## config.mk

```make
export PLATFORM = sky130hd
export DESIGN_NAME = fpu_issue_ctrl
export DESIGN_NICKNAME = d
export VERILOG_FILES = /design/src/rtl/rvfpm_ctrl_pkg.sv /design/src/rtl/fpu_res_fifo.sv /design/src/rtl/fpu_issue_ctrl.sv
export SDC_FILE = /design/constraint.sdc
export NUM_CORES = 1
export LEC_CHECK = 0
export ABC_AREA = 1
export CAP_MARGIN = 20
export CORE_AREA = 2 2 125 219
export CTS_BUF_LIST = sky130_fd_sc_hd__clkbuf_16
export DETAILED_ROUTE_END_ITERATION = 8
export DIE_AREA = 0 0 127 221
export PLACE_DENSITY_LB_ADDON = 0.05
export SLEW_MARGIN = 20
export SYNTH_ARGS = -nofsm -noshare
export SYNTH_HDL_FRONTEND = slang
export SYNTH_HIERARCHICAL = 1
export SYNTH_SLANG_ARGS = --single-unit
```

## constraint.sdc

```tcl
create_clock -name ck -period 3.91 [get_ports ck]
set_input_delay 0.782 -clock ck [delete_from_list [all_inputs] [get_ports ck]]
set_output_delay 0.782 -clock ck [all_outputs]
set_load 0.02 [all_outputs]
```

## src/rtl/rvfpm_ctrl_pkg.sv

```systemverilog
// Shared decode definitions for the in_rvfpm issue controller.
// Classifies F-extension instructions and extracts their FP register usage.
package rvfpm_ctrl_pkg;

    localparam logic [6:0] OpcLoad   = 7'b0000111;
    localparam logic [6:0] OpcStore  = 7'b0100111;
    localparam logic [6:0] OpcOpFp   = 7'b1010011;
    localparam logic [6:0] OpcFmadd  = 7'b1000011;
    localparam logic [6:0] OpcFmsub  = 7'b1000111;
    localparam logic [6:0] OpcFnmsub = 7'b1001011;
    localparam logic [6:0] OpcFnmadd = 7'b1001111;

    localparam logic [6:0] F7Cmp   = 7'b1010000;
    localparam logic [6:0] F7CvtWS = 7'b1100000;
    localparam logic [6:0] F7MvXW  = 7'b1110000;
    localparam logic [6:0] F7CvtSW = 7'b1101000;
    localparam logic [6:0] F7MvWX  = 7'b1111000;

    typedef enum logic [2:0] {
        OpLoad, OpStore, OpFpToFp, OpFpToX, OpXToFp, OpFma, OpIllegal
    } op_class_e;

    typedef enum logic {ResX, ResMem} res_kind_e;

    typedef struct packed {
        op_class_e op_class;
        logic [4:0] rd;
        logic [4:0] rs1;
        logic [4:0] rs2;
        logic [4:0] rs3;
        logic       uses_rs1;
        logic       uses_rs2;
        logic       uses_rs3;
        logic       writes_frd;
        logic       pushes_fifo;
        res_kind_e  res_kind;
    } decoded_t;

    function automatic decoded_t decode_instr(input logic [31:0] instr);
        decoded_t   d;
        logic [6:0] f7;
        d          = '0;
        d.op_class = OpIllegal;
        d.res_kind = ResX;
        d.rd       = instr[11:7];
        d.rs1      = instr[19:15];
        d.rs2      = instr[24:20];
        d.rs3      = instr[31:27];
        f7         = instr[31:25];
        case (instr[6:0])
            OpcLoad: begin
                d.op_class   = OpLoad;
                d.writes_frd = 1'b1;
            end
            OpcStore: begin
                d.op_class    = OpStore;
                d.uses_rs2    = 1'b1;
                d.pushes_fifo = 1'b1;
                d.res_kind    = ResMem;
            end
            OpcOpFp: begin
                if (f7 == F7Cmp || f7 == F7CvtWS || f7 == F7MvXW) begin
                    d.op_class    = OpFpToX;
                    d.uses_rs1    = 1'b1;
                    d.uses_rs2    = (f7 == F7Cmp);
                    d.pushes_fifo = 1'b1;
                end else if (f7 == F7CvtSW || f7 == F7MvWX) begin
                    d.op_class   = OpXToFp;
                    d.writes_frd = 1'b1;
                end else begin
                    d.op_class   = OpFpToFp;
                    d.uses_rs1   = 1'b1;
                    d.uses_rs2   = 1'b1;
                    d.writes_frd = 1'b1;
                end
            end
            OpcFmadd, OpcFmsub, OpcFnmsub, OpcFnmadd: begin
                d.op_class   = OpFma;
                d.uses_rs1   = 1'b1;
                d.uses_rs2   = 1'b1;
                d.uses_rs3   = 1'b1;
                d.writes_frd = 1'b1;
            end
            default: ;
        endcase
        return d;
    endfunction

endpackage

```

## src/rtl/fpu_res_fifo.sv

```systemverilog
// Tracks id and destination kind of in-flight ops that return results to the core or memory.
// A simultaneous push and pop is allowed even when full.
module fpu_res_fifo
    import rvfpm_ctrl_pkg::*;
#(
    parameter int unsigned Depth   = 4,
    parameter int unsigned IdWidth = 4
) (
    input  logic               clk_i,
    input  logic               rst_ni,
    input  logic               push_i,
    input  logic [IdWidth-1:0] push_id_i,
    input  res_kind_e          push_kind_i,
    input  logic               pop_i,
    output logic [IdWidth-1:0] head_id_o,
    output res_kind_e          head_kind_o,
    output logic               full_o,
    output logic               empty_o
);
    localparam int unsigned PtrW = (Depth > 1) ? $clog2(Depth) : 1;
    localparam int unsigned CntW = $clog2(Depth + 1);

    logic [IdWidth-1:0] id_q   [Depth];
    res_kind_e          kind_q [Depth];
    logic [PtrW-1:0]    wr_ptr_q, wr_ptr_d, rd_ptr_q, rd_ptr_d;
    logic [CntW-1:0]    count_q, count_d;
    logic               do_push, do_pop;

    assign full_o      = (count_q == CntW'(Depth));
    assign empty_o     = (count_q == '0);
    assign head_id_o   = id_q[rd_ptr_q];
    assign head_kind_o = kind_q[rd_ptr_q];
    assign do_push     = push_i && (!full_o || pop_i);
    assign do_pop      = pop_i && !empty_o;

    always_comb begin
        wr_ptr_d = wr_ptr_q;
        rd_ptr_d = rd_ptr_q;
        count_d  = count_q;
        if (do_push) begin
            wr_ptr_d = (wr_ptr_q == PtrW'(Depth - 1)) ? '0 : wr_ptr_q + PtrW'(1);
        end
        if (do_pop) begin
            rd_ptr_d = (rd_ptr_q == PtrW'(Depth - 1)) ? '0 : rd_ptr_q + PtrW'(1);
        end
        if (do_push && !do_pop) begin
            count_d = count_q + CntW'(1);
        end else if (do_pop && !do_push) begin
            count_d = count_q - CntW'(1);
        end
    end

    always_ff @(posedge clk_i or negedge rst_ni) begin
        if (!rst_ni) begin
            wr_ptr_q <= '0;
            rd_ptr_q <= '0;
            count_q  <= '0;
        end else begin
            wr_ptr_q <= wr_ptr_d;
            rd_ptr_q <= rd_ptr_d;
            count_q  <= count_d;
        end
    end

    // Storage needs no reset: entries are only read while count_q says they are valid.
    always_ff @(posedge clk_i) begin
        if (do_push) begin
            id_q[wr_ptr_q]   <= push_id_i;
            kind_q[wr_ptr_q] <= push_kind_i;
        end
    end

endmodule

```

## src/rtl/fpu_issue_ctrl.sv

```systemverilog
// Issue controller in front of the in_rvfpm FPU: hazard-checks F-extension ops against
// pending FP register writes, registers them into the FPU and checks returning result ids.
module fpu_issue_ctrl
    import rvfpm_ctrl_pkg::*;
#(
    parameter int unsigned NUM_REGS        = 32,
    parameter int unsigned PIPELINE_STAGES = 4,
    parameter int unsigned XLEN            = 32,
    parameter int unsigned FLEN            = 32,
    parameter int unsigned X_ID_WIDTH      = 4,
    parameter int unsigned RES_FIFO_DEPTH  = 4
) (
    input  logic                  ck,
    input  logic                  rst,
    input  logic                  req_valid,
    output logic                  req_ready,
    input  logic [31:0]           req_instr,
    input  logic [X_ID_WIDTH-1:0] req_id,
    input  logic [XLEN-1:0]       req_xdata,
    input  logic [FLEN-1:0]       req_memdata,
    output logic                  fpu_enable,
    output logic [31:0]           fpu_instruction,
    output logic [X_ID_WIDTH-1:0] fpu_id,
    output logic [XLEN-1:0]       fpu_data_fromXreg,
    output logic [FLEN-1:0]       fpu_data_fromMem,
    input  logic [X_ID_WIDTH-1:0] fpu_id_out,
    input  logic                  fpu_toXreg_valid,
    input  logic                  fpu_toMem_valid,
    output logic                  stall,
    output logic                  illegal_op,
    output logic                  id_err,
    output logic                  busy
);
    localparam int unsigned    SbW    = $clog2(PIPELINE_STAGES + 2);
    localparam logic [SbW-1:0] SbInit = SbW'(PIPELINE_STAGES + 1);

    decoded_t              dec;
    logic                  hazard, accept, push, pop, kind_err;
    logic                  fifo_full, fifo_empty;
    logic [X_ID_WIDTH-1:0] head_id;
    res_kind_e             head_kind;

    logic [SbW-1:0]        sb_q [NUM_REGS];
    logic [SbW-1:0]        sb_d [NUM_REGS];
    logic                  fpu_enable_q, fpu_enable_d;
    logic [31:0]           fpu_instruction_q, fpu_instruction_d;
    logic [X_ID_WIDTH-1:0] fpu_id_q, fpu_id_d;
    logic [XLEN-1:0]       fpu_xdata_q, fpu_xdata_d;
    logic [FLEN-1:0]       fpu_memdata_q, fpu_memdata_d;
    logic                  illegal_op_q, illegal_op_d;
    logic                  id_err_q, id_err_d;

    assign dec    = decode_instr(req_instr);
    assign hazard = (dec.uses_rs1 && sb_q[dec.rs1] != '0) ||
                    (dec.uses_rs2 && sb_q[dec.rs2] != '0) ||
                    (dec.uses_rs3 && sb_q[dec.rs3] != '0) ||
                    (dec.writes_frd && sb_q[dec.rd] != '0);
    assign pop    = fpu_toXreg_valid || fpu_toMem_valid;

    // A pop in the same cycle frees the slot, so a full FIFO does not block acceptance then.
    assign req_ready = !hazard && !(fifo_full && dec.pushes_fifo && !pop);
    assign accept    = req_valid && req_ready;
    assign push      = accept && dec.pushes_fifo;
    assign stall     = req_valid && !req_ready;
    assign kind_err  = (head_kind == ResX) ? !fpu_toXreg_valid : !fpu_toMem_valid;

    fpu_res_fifo #(
        .Depth   (RES_FIFO_DEPTH),
        .IdWidth (X_ID_WIDTH)
    ) u_res_fifo (
        .clk_i       (ck),
        .rst_ni      (rst),
        .push_i      (push),
        .push_id_i   (req_id),
        .push_kind_i (dec.res_kind),
        .pop_i       (pop),
        .head_id_o   (head_id),
        .head_kind_o (head_kind),
        .full_o      (fifo_full),
        .empty_o     (fifo_empty)
    );

    always_comb begin
        for (int i = 0; i < NUM_REGS; i++) begin
            sb_d[i] = (sb_q[i] != '0) ? sb_q[i] - SbW'(1) : sb_q[i];
        end
        if (accept && dec.writes_frd) begin
            sb_d[dec.rd] = SbInit;
        end

        fpu_enable_d      = accept;
        fpu_instruction_d = accept ? req_instr : '0;
        fpu_id_d          = accept ? req_id : '0;
        fpu_xdata_d       = accept ? req_xdata : '0;
        fpu_memdata_d     = accept ? req_memdata : '0;
        illegal_op_d      = accept && (dec.op_class == OpIllegal);

        id_err_d = id_err_q;
        if (pop && (fifo_empty || head_id != fpu_id_out || kind_err)) begin
            id_err_d = 1'b1;
        end

        busy = !fifo_empty;
        for (int i = 0; i < NUM_REGS; i++) begin
            if (sb_q[i] != '0) begin
                busy = 1'b1;
            end
        end
    end

    always_ff @(posedge ck or negedge rst) begin
        if (!rst) begin
            for (int i = 0; i < NUM_REGS; i++) begin
                sb_q[i] <= '0;
            end
            fpu_enable_q      <= 1'b0;
            fpu_instruction_q <= '0;
            fpu_id_q          <= '0;
            fpu_xdata_q       <= '0;
            fpu_memdata_q     <= '0;
            illegal_op_q      <= 1'b0;
            id_err_q          <= 1'b0;
        end else begin
            for (int i = 0; i < NUM_REGS; i++) begin
                sb_q[i] <= sb_d[i];
            end
            fpu_enable_q      <= fpu_enable_d;
            fpu_instruction_q <= fpu_instruction_d;
            fpu_id_q          <= fpu_id_d;
            fpu_xdata_q       <= fpu_xdata_d;
            fpu_memdata_q     <= fpu_memdata_d;
            illegal_op_q      <= illegal_op_d;
            id_err_q          <= id_err_d;
        end
    end

    assign fpu_enable        = fpu_enable_q;
    assign fpu_instruction   = fpu_instruction_q;
    assign fpu_id            = fpu_id_q;
    assign fpu_data_fromXreg = fpu_xdata_q;
    assign fpu_data_fromMem  = fpu_memdata_q;
    assign illegal_op        = illegal_op_q;
    assign id_err            = id_err_q;

endmodule
```

==> impl_metrics.tcl <==
set metrics [dict create \
    grt_pass1_vias 12400 \
    die_w_um 127 \
    ys.flop_type "dfrtp_1" \
    wire_per_inst_um 17.4 \
    postLayoutCellArea_um2 16900 \
    core_um2 26300 \
    hold_viol_final 0 \
    cpPeakStageDelay_ns 0.59 \
    cts_tree "done" \
    worst_slack_ns 0.113 \
    slew-limit-headroom_pct 46.7 \
    ant_nets 0 \
    drtPass1Iterations 7 \
    layout_worst_path_cycle_share_pct 97.1 \
    hpwl_um 30600 \
    nFillCells 2374 \
    synth.distinct_cells 39 \
    synth_edf_count 20 \
    fmax_mhz 263 \
    status "complete, no violations" \
    synth-seq-cells 226 \
    track_usage_pct 29.5 \
    initial_utilization_pct 50.4 \
    h-tree-depth 1 \
    synthCells 1763 \
    netlist_area_um2 13300 \
    path_clk_slew_ns 0.06 \
    clockBufferDepth 3 \
    startpoint "req_instr[8]" \
    path_max_fanout 5 \
    cts_sinks 226 \
    final_common_cell "nand2_1" \
    dpl_cell_area_um2 16100 \
    tightest_slew_ns 0.800 \
    report.final.slew_viol_count 0 \
    rsz0062_at_grt "true" \
    synth-seq-area-share_pct 43.4 \
    cp-start-kind "primary input" \
    slowest_stage "clkdlybuf4s50_1" \
    r2r-start "sb_q[31]" \
    antenna_cells 0 \
    worstSkewPairLatency_ns 0.52 \
    setup_viol 0 \
    drt_iter0_drc 743 \
    area_growth_pct 27.7 \
    die_area_um2 28100 \
    avgSynthCellArea_um2 7.52 \
    skew_ns 0.0117 \
    crit_path_end_kind "register" \
    cts-root-buf "clkbuf_16" \
    viasPerCell 5.25 \
    leakage_nw 9.00 \
    fp-row-count 79 \
    synth_fp_nets 1943 \
    drc 0 \
    antenna_found_initial 0 \
    grt_max_degree 78 \
    min_period_ns 3.80 \
    path_delay_family "buffers and inverters" \
    vias 12400 \
    pre_cts_ws_ns -0.194 \
    final_cell_mix "nand2_1, inv_1, nor2_1, dfrtp_1, clkdlybuf4s50_1" \
    hp-class "primary input to async pin" \
    gp_congestion 1.00 \
    arrival_ns 4.21 \
    r2r_end "u_res_fifo/count_q[2]" \
    r2r_cells 24 \
    power_density_nw_per_um2 640 \
    drive_above_1_share_pct 7.86 \
    cp_num_buf_inv 7 \
    yosys_warnings 6 \
    path_class "primary input to register" \
    placement.io_buffers 214 \
    totalWireLength_um 41100 \
    r2r_slack_ns 0.33 \
    nets 2199 \
    peakVddDrop_mv 0.488 \
    boundaryPins 215 \
    overflow 0 \
    grt_pass1_wl_um 65100 \
    fp.dieH_um 221 \
    cts_made_buffers 23 \
    ys_async_sr_fraction_pct 91.2 \
    crit_top_cell "nand2_1" \
    timing.max_cap.violations 0 \
    critPathRequiredTime_ns 4.32 \
    cts_hold_buf 0 \
]
==> how the worst max path moves through the flow <==
stage / end / cells past startpoint
6_report: u_res_fifo/count_q[2] / 25
5_1_grt: u_res_fifo/count_q[2] / 24
3_5_place_dp: req_ready / 12
3_3_place_gp: req_ready / 12
2_1_floorplan: u_res_fifo/count_q[2] / 25
4_1_cts: req_ready / 14
==> synthesized netlist by cell type, drive strengths merged, types with 3 or more instances <==
library cell  instances  area (um2)
dfrtp               206        5150
clkbuf                9        38.8
buf                  56         343
nand3               135         686
xor2                 66         578
inv                 272        1020
a21oi                26         130
clkinv                3        11.3
nand2               487        1840
o21ai                68         344
nor4                 10        62.6
nor3                  5        25.0
nand4                71         444
o211ai               10        75.1
nor2                238         926
edfxtp               20         601
ha                   70         876
==> cells by family after synthesis <==
logic type	after synthesis	share of synthesized area, %
AND/OR/NAND/NOR	951	30.3
buffers and inverters	340	10.7
flip-flops	226	43.4
AO/OA/AOI/OAI	105	4.20
adder cells (fa/ha/maj)	71	6.76
XOR/XNOR	68	4.49
multiplexers	2	0.151
==> layout make-up <==
| class | count | area (um2) | area share [%] |
|---|---|---|---|
| flip-flops and latches | 226 | 5760 | 34.0 |
| clock buffers | 23 | 576 | 3.40 |
| inverters | 275 | 1030 | 6.11 |
| well taps | 324 | 405 | 2.39 |
| multi-input cells | 1197 | 6140 | 36.3 |
| clock inverters | 18 | 168 | 0.990 |
| repair buffers | 296 | 2850 | 16.8 |
==> layer usage <==
metal	track usage [%]	share of wire, %	vias to the layer above	wire (um)
li1	-	-	5995	-
met1	31.9	35	5802	14500
met2	53.6	52	465	21300
met3	4.30	6.0	123	2490
met4	17.4	6.8	0	2790
met5	0	0	-	0
==> per-stage QoR <==
stage | std cells | power [W] | TNS [ns] | hold WS, ns | utilization, %
global route | 2359 | 0.0118 | -0.0661 | 0.255 | 64.4
floorplan | 1763 | 0.00706 | 0 | 0.481 | -
CTS | 2359 | 0.0108 | 0 | 0.253 | 64.2
finish | 2359 | 0.0108 | 0 | 0.193 | 64.4
detailed placement | 2316 | 0.00856 | -0.664 | 0.459 | 61.3
global placement | 2316 | 0.00840 | -0.558 | 0.445 | 61.3
==> state kept, by name, indices dropped and copies added, names as in the netlist, 2 cells and up <==
register             cells
u_res_fifo/count_q       3
u_res_fifo/rd_ptr_q      2
fpu_data_fromMem        32
fpu_data_fromXreg       32
u_res_fifo/wr_ptr_q      2
sb_q                    96
u_res_fifo/kind_q        4
fpu_id                   4
u_res_fifo/id_q         16
fpu_instruction         32
==> power by group <==
part | total, W | switching [W] | leakage [nW] | internal (W)
registers | 0.00359 | 0.000568 | 2.74 | 0.00303
logic | 0.00501 | 0.00314 | 5.88 | 0.00187
clock network | 0.00222 | 0.000947 | 0.375 | 0.00127
==> what timing repair did <==
item	in CTS	in global routing
gates resized for setup	8	12
setup buffers	2	0
pin swaps	1	1
endpoints found under the setup margin	3	5
No activity file was read; power rests on OpenSTA's default activity.
